## config.mk

```make
export PLATFORM = sky130hd
export DESIGN_NAME = sc_cmd_initiator
export DESIGN_NICKNAME = d
export VERILOG_FILES = /design/src/rtl/sc_bus_pkg.sv /design/src/rtl/sc_cmd_initiator.sv
export SDC_FILE = /design/constraint.sdc
export NUM_CORES = 1
export LEC_CHECK = 0
export ABC_AREA = 1
export CAP_MARGIN = 25
export CORE_ASPECT_RATIO = 0.8
export CORE_MARGIN = 3
export CORE_UTILIZATION = 40
export DETAILED_ROUTE_END_ITERATION = 6
export GPL_ROUTABILITY_DRIVEN = 0
export GPL_TIMING_DRIVEN = 0
export PLACE_DENSITY_LB_ADDON = 0.08
export SLEW_MARGIN = 20
export SYNTH_ARGS = -nofsm -noshare
export SYNTH_HDL_FRONTEND = slang
export SYNTH_SLANG_ARGS = --single-unit
```

## constraint.sdc

```tcl
create_clock -name clk -period 1.85 [get_ports clk]
set_input_delay 0.37 -clock clk [delete_from_list [all_inputs] [get_ports clk]]
set_output_delay 0.37 -clock clk [all_outputs]
set_load 0.05 [all_outputs]
```

## src/rtl/sc_bus_pkg.sv

```systemverilog
// Shared slow-control bus definitions: field widths, FSM states, error codes.
package sc_bus_pkg;

  localparam int unsigned SC_PORT_W = 16;
  localparam int unsigned SC_ADDR_W = 32;
  localparam int unsigned SC_DATA_W = 32;
  localparam int unsigned SC_ERR_W  = 32;

  // Error word reported when the responder never acknowledges
  localparam logic [SC_ERR_W-1:0] SC_ERR_TIMEOUT = 32'hFFFF_FFFF;

  typedef enum logic [2:0] {
    ST_IDLE     = 3'd0,
    ST_SETUP    = 3'd1,
    ST_STROBE   = 3'd2,
    ST_WAIT_ACK = 3'd3,
    ST_RESP     = 3'd4,
    ST_RELEASE  = 3'd5
  } sc_state_e;

  // Command / bus field bundle presented to the responders
  typedef struct packed {
    logic [SC_PORT_W-1:0] port;
    logic [SC_ADDR_W-1:0] addr;
    logic [SC_ADDR_W-1:0] subaddr;
    logic [SC_DATA_W-1:0] data;
    logic                 op;
  } sc_fields_t;

endpackage

```

## src/rtl/sc_cmd_initiator.sv

```systemverilog
// Slow-control bus initiator: one SC transaction per accepted command,
// returning the responder reply (or a timeout) on a valid/ready response port.
module sc_cmd_initiator
  import sc_bus_pkg::*;
#(
  parameter int unsigned TIMEOUT_CYCLES = 4096
) (
  input  logic                 clk,
  input  logic                 rst,
  // command port
  input  logic                 cmd_valid,
  output logic                 cmd_ready,
  input  logic [SC_PORT_W-1:0] cmd_port,
  input  logic [SC_ADDR_W-1:0] cmd_addr,
  input  logic [SC_ADDR_W-1:0] cmd_subaddr,
  input  logic [SC_DATA_W-1:0] cmd_data,
  input  logic                 cmd_op,
  // SC bus
  output logic [SC_PORT_W-1:0] sc_port,
  output logic [SC_ADDR_W-1:0] sc_addr,
  output logic [SC_ADDR_W-1:0] sc_subaddr,
  output logic [SC_DATA_W-1:0] sc_data,
  output logic                 sc_op,
  output logic                 sc_frame,
  output logic                 sc_wr,
  input  logic                 sc_ack,
  input  logic [SC_DATA_W-1:0] sc_rply_data,
  input  logic [SC_ERR_W-1:0]  sc_rply_error,
  // response port
  output logic                 rsp_valid,
  input  logic                 rsp_ready,
  output logic [SC_DATA_W-1:0] rsp_data,
  output logic [SC_ERR_W-1:0]  rsp_error,
  output logic                 rsp_timeout,
  output logic                 busy
);

  localparam int unsigned CNT_W = (TIMEOUT_CYCLES > 1) ? $clog2(TIMEOUT_CYCLES) : 1;
  localparam logic [CNT_W-1:0] CNT_MAX = CNT_W'(TIMEOUT_CYCLES - 1);

  sc_state_e            state_q, state_d;
  logic [CNT_W-1:0]     cnt_q, cnt_d;
  sc_fields_t           fields_q, fields_d;
  logic                 sc_frame_q, sc_frame_d;
  logic                 sc_wr_q, sc_wr_d;
  logic                 cmd_ready_q, cmd_ready_d;
  logic                 rsp_valid_q, rsp_valid_d;
  logic [SC_DATA_W-1:0] rsp_data_q, rsp_data_d;
  logic [SC_ERR_W-1:0]  rsp_error_q, rsp_error_d;
  logic                 rsp_timeout_q, rsp_timeout_d;
  logic                 busy_q, busy_d;

  // State, counter, captured fields and registered outputs
  always_ff @(posedge clk) begin
    if (rst) begin
      state_q       <= ST_IDLE;
      cnt_q         <= '0;
      fields_q      <= '0;
      sc_frame_q    <= 1'b0;
      sc_wr_q       <= 1'b0;
      cmd_ready_q   <= 1'b1;
      rsp_valid_q   <= 1'b0;
      rsp_data_q    <= '0;
      rsp_error_q   <= '0;
      rsp_timeout_q <= 1'b0;
      busy_q        <= 1'b0;
    end else begin
      state_q       <= state_d;
      cnt_q         <= cnt_d;
      fields_q      <= fields_d;
      sc_frame_q    <= sc_frame_d;
      sc_wr_q       <= sc_wr_d;
      cmd_ready_q   <= cmd_ready_d;
      rsp_valid_q   <= rsp_valid_d;
      rsp_data_q    <= rsp_data_d;
      rsp_error_q   <= rsp_error_d;
      rsp_timeout_q <= rsp_timeout_d;
      busy_q        <= busy_d;
    end
  end

  // Next state, counter and capture logic; outputs decoded from the next state
  always_comb begin
    state_d       = state_q;
    cnt_d         = cnt_q;
    fields_d      = fields_q;
    rsp_data_d    = rsp_data_q;
    rsp_error_d   = rsp_error_q;
    rsp_timeout_d = rsp_timeout_q;

    unique case (state_q)
      ST_IDLE: begin
        if (cmd_valid && cmd_ready_q) begin
          fields_d.port    = cmd_port;
          fields_d.addr    = cmd_addr;
          fields_d.subaddr = cmd_subaddr;
          fields_d.data    = cmd_data;
          fields_d.op      = cmd_op;
          state_d          = ST_SETUP;
        end
      end
      ST_SETUP: begin
        state_d = ST_STROBE;
      end
      ST_STROBE: begin
        cnt_d   = '0;
        state_d = ST_WAIT_ACK;
      end
      ST_WAIT_ACK: begin
        if (sc_ack) begin
          rsp_data_d    = sc_rply_data;
          rsp_error_d   = sc_rply_error;
          rsp_timeout_d = 1'b0;
          state_d       = ST_RESP;
        end else if (cnt_q == CNT_MAX) begin
          rsp_data_d    = '0;
          rsp_error_d   = SC_ERR_TIMEOUT;
          rsp_timeout_d = 1'b1;
          state_d       = ST_RESP;
        end else begin
          cnt_d = cnt_q + CNT_W'(1);
        end
      end
      ST_RESP: begin
        if (rsp_ready) begin
          cnt_d   = '0;
          state_d = ST_RELEASE;
        end
      end
      ST_RELEASE: begin
        // A responder that never drops ack is abandoned after the timeout
        if (!sc_ack || (cnt_q == CNT_MAX)) begin
          state_d = ST_IDLE;
        end else begin
          cnt_d = cnt_q + CNT_W'(1);
        end
      end
      default: begin
        state_d = ST_IDLE;
      end
    endcase

    sc_frame_d  = (state_d == ST_SETUP) || (state_d == ST_STROBE) ||
                  (state_d == ST_WAIT_ACK);
    sc_wr_d     = (state_d == ST_STROBE);
    cmd_ready_d = (state_d == ST_IDLE);
    rsp_valid_d = (state_d == ST_RESP);
    busy_d      = (state_d != ST_IDLE);
  end

  assign cmd_ready   = cmd_ready_q;
  assign sc_port     = fields_q.port;
  assign sc_addr     = fields_q.addr;
  assign sc_subaddr  = fields_q.subaddr;
  assign sc_data     = fields_q.data;
  assign sc_op       = fields_q.op;
  assign sc_frame    = sc_frame_q;
  assign sc_wr       = sc_wr_q;
  assign rsp_valid   = rsp_valid_q;
  assign rsp_data    = rsp_data_q;
  assign rsp_error   = rsp_error_q;
  assign rsp_timeout = rsp_timeout_q;
  assign busy        = busy_q;

endmodule

```

==> out/qor.yml <==
worst_setup_path:
  r2r_slack_ns: 0.13
  path_buf_inv: 1
  r2r_end: "sc_subaddr[24]"
  r2r_start: "state_q[2]"
  cp-start-kind: "flop"
  slowest_stage: "dlygate4sd2_1"
  cp.required_ns: 1.48
  cpPeakStageDelay_ns: 0.55
  crit_path_max_fanout: 2
  cp_data_arrival_time_ns: 1.38
  reg2reg_depth: 8
  endpoint_kind: "output port"
  worst-setup-path-type: "flop to output port"
  critPathTopFamily: "buffers and inverters"
  path_cells: "dlygate4sd2_1"
timing:
  period_share_pct: 94.41
  hold_viol: 0
  final_max_slew_viol_count: 0
  worst_slew_pin_slew_ns: 0.6137
  relSlewSlack_pct: 59.25
  rsz0062_at_grt: "false"
  period_needed_ns: 1.747
  max_freq_ghz: 0.5725
  setup_viol: 0
  clock_skew_ns: 0.01327
power_and_ir_drop:
  p_sw_w: 0.005161
  powerDensity_nw_per_um2: 1146
  ir_drop_v: 0.0008128
  p_total_w: 0.01315
  p_int_w: 0.007987
  switching_share_pct: 39.25
  p_clk_share_pct: 26.6
  p_leak_nw: 5.515
  power.share.sequential_pct: 38.9
  comb_power_share_pct: 34.6
logic_synthesis:
  yosysSeqAreaShare_pct: 55.26
  synth_top_family_by_area: "simple AND/OR/NAND/NOR gates"
  ys_warn_count: 0
  synth-seq-cells: 198
  syn-cell-area_um2: 7173
  synthCells: 916
  yosys-mux-area-fraction_pct: 0
  synth_compound_area_share_pct: 15.28
  synthAdderAreaFrac_pct: 0.1744
  ys_types: 28
  syn-num-nets: 1099
  synth_simple_gate_area_share_pct: 22.07
  syn_area_per_cell_um2: 7.831
  synth_xor_area_share_pct: 0.7326
clocking:
  cts_buffers: 17
  holdBufCountCts: 0
  worstSkewPairLatency_ns: 0.42
  cts.clk_slew.worst_paths_ns: 0.07
  cts_tree: "yes"
  ctsLongestPathBuffers: 2
  clock_sinks: 198
  htree_levels: 4
  cts_root_buf: "clkbuf_16"
layout:
  nets: 1484
  final_util_pct: 65.60
  area_growth_pct: 59.92
  fillers: 1602
  drive_gt1_share_pct: 5.556
  antennaDiodeCount: 0
  layout_common_cells: "nor2_1 (254), dfxtp_1 (196), dlygate4sd2_1 (183), clkdlybuf4s50_1 (180), nand2_1 (117)"
  final_common_cell: "nor2_1"
global_route:
  grt.total_usage_pct: 23.55
  antenna_found_initial: 0
  grt_pass1_wl_mm: 36.64
  grt_pass1_vias: 6925
  grt_start_max_net_pins: 17
  overflow: 0
die:
  die_w_um: 155.7
  core_area_um2: 17490
  fp.dieH_um: 125.8
  ios: 365
  start_util_pct: 41.02
  rows: 43
  die_area_um2: 19590
hold_path:
  worstHoldStart: "rst"
  hold_class: "input pin to flop"
  min_path_cells: 2
  holdPathEnd: "rsp_data[31]"
routing:
  drc_errors: 0
  drt_iter0_drc: 360
  viasPerCell: 4.753
  postRouteAntennaNets: 0
  routedWlPerCell_um: 15.59
  first_pass_iters: 5
  num_vias: 7315
  totalWireLength_mm: 23.99
flow_run:
  drv_cap: 0
placement:
  post-dp-hpwl_mm: 18.20
  port_buffers: 363
status:
  status: "complete, no violations"
-- layer usage --
metal	vias up	wire length (um)	track usage, %
li1	3719	-	-
met1	3324	9954	27.82
met2	229	11480	39.23
met3	43	1908	9.000
met4	0	646	8.307
met5	-	0	0
-- cell families (layout without fill, tap and decap cells) --
kind of cell	count (synthesis)	after routing
AND/OR/NAND/NOR	400	400
flip-flops	198	198
AO/OA/AOI/OAI	194	194
buffers and inverters	117	515
XOR/XNOR	6	6
adder cells (fa/ha/maj)	1	1
-- state kept, by name, summed over array words and instances (netlist names), 3 cells and up --
register,count
state_q,3
rsp_data,32
sc_subaddr,32
sc_data,32
sc_port,16
sc_addr,32
rsp_error,32
cnt_q,12
-- stage by stage --
step	setup WS, ns	hold slack [ns]	TNS, ns	instances	area (um^2)
after floorplan	0.2055	0.4567	0	916	7173
after global placement	-0.3178	0.4465	-32.58	1504	11090
after detailed placement	-0.3366	0.4493	-34.52	1504	11090
after CTS	0.008626	0.3155	0	1536	11400
after global routing	0.005324	0.3608	0	1539	11470
final	0.1033	0.3429	0	1539	11470
-- power groups by stage --
stage               Clock, W  Combinational, W  Sequential (W)
floorplan                  0           0.00103         0.00715
CTS                  0.00356           0.00454         0.00510
detailed placement         0           0.00490         0.00521
global placement           0           0.00489         0.00519
global route         0.00373           0.00483         0.00517
finish               0.00349           0.00455         0.00511
-- timing repair --
action                     in CTS  in global routing
setup endpoints to repair     184                132
resized for setup             184                 32
pin swaps                       0                  2
setup buffers                   0                  3
-- area by class of cell --
class                   instances  area (um^2)  share of cell area [%]
plain buffers                  59        270.3                   2.356
flip-flops and latches        198         3969                   34.60
repair buffers                366         3427                   29.88
inverters                      58        217.7                   1.898
clock inverters                10        95.09                  0.8290
well taps                     225        281.5                   2.454
clock buffers                  22        444.2                   3.872
multi-input cells             601         2766                   24.12
-- cells in the mapped netlist (all sizes together) --
library cell    n  area (um^2)
inv            58        217.7
o21bai          1        7.510
xor2            3        26.28
nor3            2        10.01
a211oi          1        7.510
nand2         119        456.7
dfxtp         198         3964
nand4           4        25.02
o21ai         117        585.6
clkbuf         41        153.9
buf            18        93.83
nor3b           1        7.510
a21oi          43        215.2
nor2          260        998.5
ha              1        12.51
xnor2           3        26.28
o221ai         32        280.3
nand3          14        85.08
-- worst max path at each step --
stage | cells after the start | slack (ns) | from | end
after floorplan | 7 | 0.21 | cmd_ready | sc_addr[0]
after global placement | 8 | -0.32 | cmd_valid | sc_data[21]
after detailed placement | 8 | -0.34 | cmd_valid | sc_data[21]
after CTS | 11 | 0.009 | cnt_q[0] | cnt_q[6]
after global routing | 8 | 0.005 | cnt_q[0] | rsp_error[29]
final | 1 | 0.10 | sc_addr[22] | sc_addr[22]
Power figures use the tool's default switching activity.
==> RTL change (config.mk and constraints unchanged) <==
The 6 states of `sc_state_e` get a one-hot encoding in 6 bits.
--- a/src/rtl/sc_bus_pkg.sv
+++ b/src/rtl/sc_bus_pkg.sv
@@ -10,11 +10,11 @@
   localparam logic [SC_ERR_W-1:0] SC_ERR_TIMEOUT = 32'hFFFF_FFFF;
 
-  typedef enum logic [2:0] {
-    ST_IDLE     = 3'd0,
-    ST_SETUP    = 3'd1,
-    ST_STROBE   = 3'd2,
-    ST_WAIT_ACK = 3'd3,
-    ST_RESP     = 3'd4,
-    ST_RELEASE  = 3'd5
+  typedef enum logic [5:0] {
+    ST_IDLE     = 6'b000001,
+    ST_SETUP    = 6'b000010,
+    ST_STROBE   = 6'b000100,
+    ST_WAIT_ACK = 6'b001000,
+    ST_RESP     = 6'b010000,
+    ST_RELEASE  = 6'b100000
   } sc_state_e;
 
Behaviour: no difference found for any inputs over 4 cycles, from zero or initial values and one cycle with rst high; so few cycles prove little.
==> RTL change against the unedited design <==
Sequential cell count increased by 3. Final area increased by 5.9%. Setup slack got worse by 62 ps. Via count increased by 4.9%. Combinational power decreased by 20%. Total power decreased by 1.8%. Routed wire length increased by 12%. Die area increased by 3.9%. Area after synthesis increased by 4.0%. Critical path type unchanged. Highest routed layer unchanged.
==> RTL change: results (changes against the unedited design) <==
[setup_path]
regToRegSetupSlack_ps = 100  ; -30 ps
cp.arrival_ps = 1440  ; +60 ps
rr_worst_depth = 9  ; +1
startpoint = sc_addr[7]$_SDFFE_PP0P_
reg2reg_to = cnt_q[6]$_SDFFE_PP0P_
worst_path_largest_cell_delay_ps = 630  ; +80 ps

[detailed_routing]
vias_per_cell = 4.70  ; -1.0%
met3_length_mm = 2.48  ; +30%
routed_wirelength_mm = 26.8  ; +12%
wl_met2_mm = 12.7  ; +11%
wl_met1_mm = 10.8  ; +8.9%

[worst_hold_path]
min_from = rst
min_to = cnt_q[3]$_SDFFE_PP0P_

[synthesis]
synth_edf_count = 0  ; unchanged
synth_cell_type_count = 29  ; +3.6%
yosysSeqAreaShare_pct = 53.9  ; -1.3 points
synthAdderAreaFrac_pct = 0.168  ; -0.0068 points
synthXorXnorAreaFrac_pct = 0.587  ; -0.15 points
synth_nets = 1151  ; +4.7%
ys_top_cells_by_area = dfxtp_1 54%, nor2_1 16%, o21ai_0 9.5%, nand2_1 5.1%, a21oi_1 2.6%
synth_common_cells = 320 x nor2_1, 201 x dfxtp_1, 141 x o21ai_0

[cts]
cts_max_level = 1  ; -3
cts_root_buffer = clkbuf_16
cts_buffer_depth = 3  ; +1
clk-insertion-delay-late_ps = 500  ; +80 ps

[grt]
use_met2_pct = 41.3  ; +2.1 points
grt_max_degree = 14  ; -3
grt_pass1_vias = 7122  ; +2.8%
use_met1_pct = 30.0  ; +2.2 points
grt_pass1_wl_mm = 40.0  ; +9.3%
met3_usage_pct = 9.14  ; +0.14 points
grtUsageTotal_pct = 24.6  ; +1.1 points

[placed_design]
dp_hpwl_mm = 20.0  ; +10%

[sta]
relSlewSlack_pct = 56.7  ; -2.5 points
skew_ps = 8.81  ; -4.46 ps
hold_ws_ps = 266  ; -77.3 ps

[status]
outcome = completed

[layout]
drive_gt1_share_pct = 8.85  ; +3.3 points
final_net_count = 1549  ; +4.4%

[pwr]
p_leak_uw = 0.00541  ; -1.9%

## RTL change: worst max path at each step
stage                           endpoint  slack (ps)  depth (start not counted)
6_report                      sc_addr[7]          40                          1
5_1_grt          sc_port[7]$_SDFFE_PP0P_         -40                          7
4_1_cts        rsp_data[13]$_SDFFE_PP0P_         0.6                         12
3_5_place_dp    rsp_timeout$_SDFFE_PP0P_        -420                          6
3_3_place_gp    rsp_timeout$_SDFFE_PP0P_        -400                          6
2_1_floorplan     cnt_q[10]$_SDFFE_PP0P_         140                         11
## RTL change: metrics by stage
stage / worst slack [ps] / total power, uW / setup TNS [ps] / instances / cell area, sq um
floorplan: 145 / 7410 / 0 / 968 / 7460
global placement: -400 / 8910 / -33710 / 1584 / 11400
detailed placement: -419 / 8950 / -38150 / 1584 / 11400
CTS: 0.593 / 13000 / 0 / 1629 / 12000
global route: -42.9 / 13500 / -362 / 1632 / 12100
finish: 41.4 / 12900 / 0 / 1632 / 12100
## RTL change: cell type report
type | instances | area, sq um
inverters | 29 | 113
plain buffers | 58 | 314
clock inverters | 8 | 95.1
fillers | 1687 | 6070
clock buffers | 29 | 608
flip-flops and latches | 201 | 4030
multi-input cells | 677 | 3130
repair buffers | 377 | 3540
well taps | 253 | 317
## RTL change: power by group
group | switching [uW] | internal [uW]
Sequential | 192 | 4760
Combinational | 2520 | 1140
Clock | 1720 | 2580
## RTL change: what timing repair did
action / CTS / global route
hold buffers: 0 / 0
setup endpoints to repair: 326 / 164
resized for setup: 205 / 62
hold endpoints to repair: 0 / 0
pin swaps: 5 / 5
gates cloned: 1 / 2
setup buffers: 7 / 4
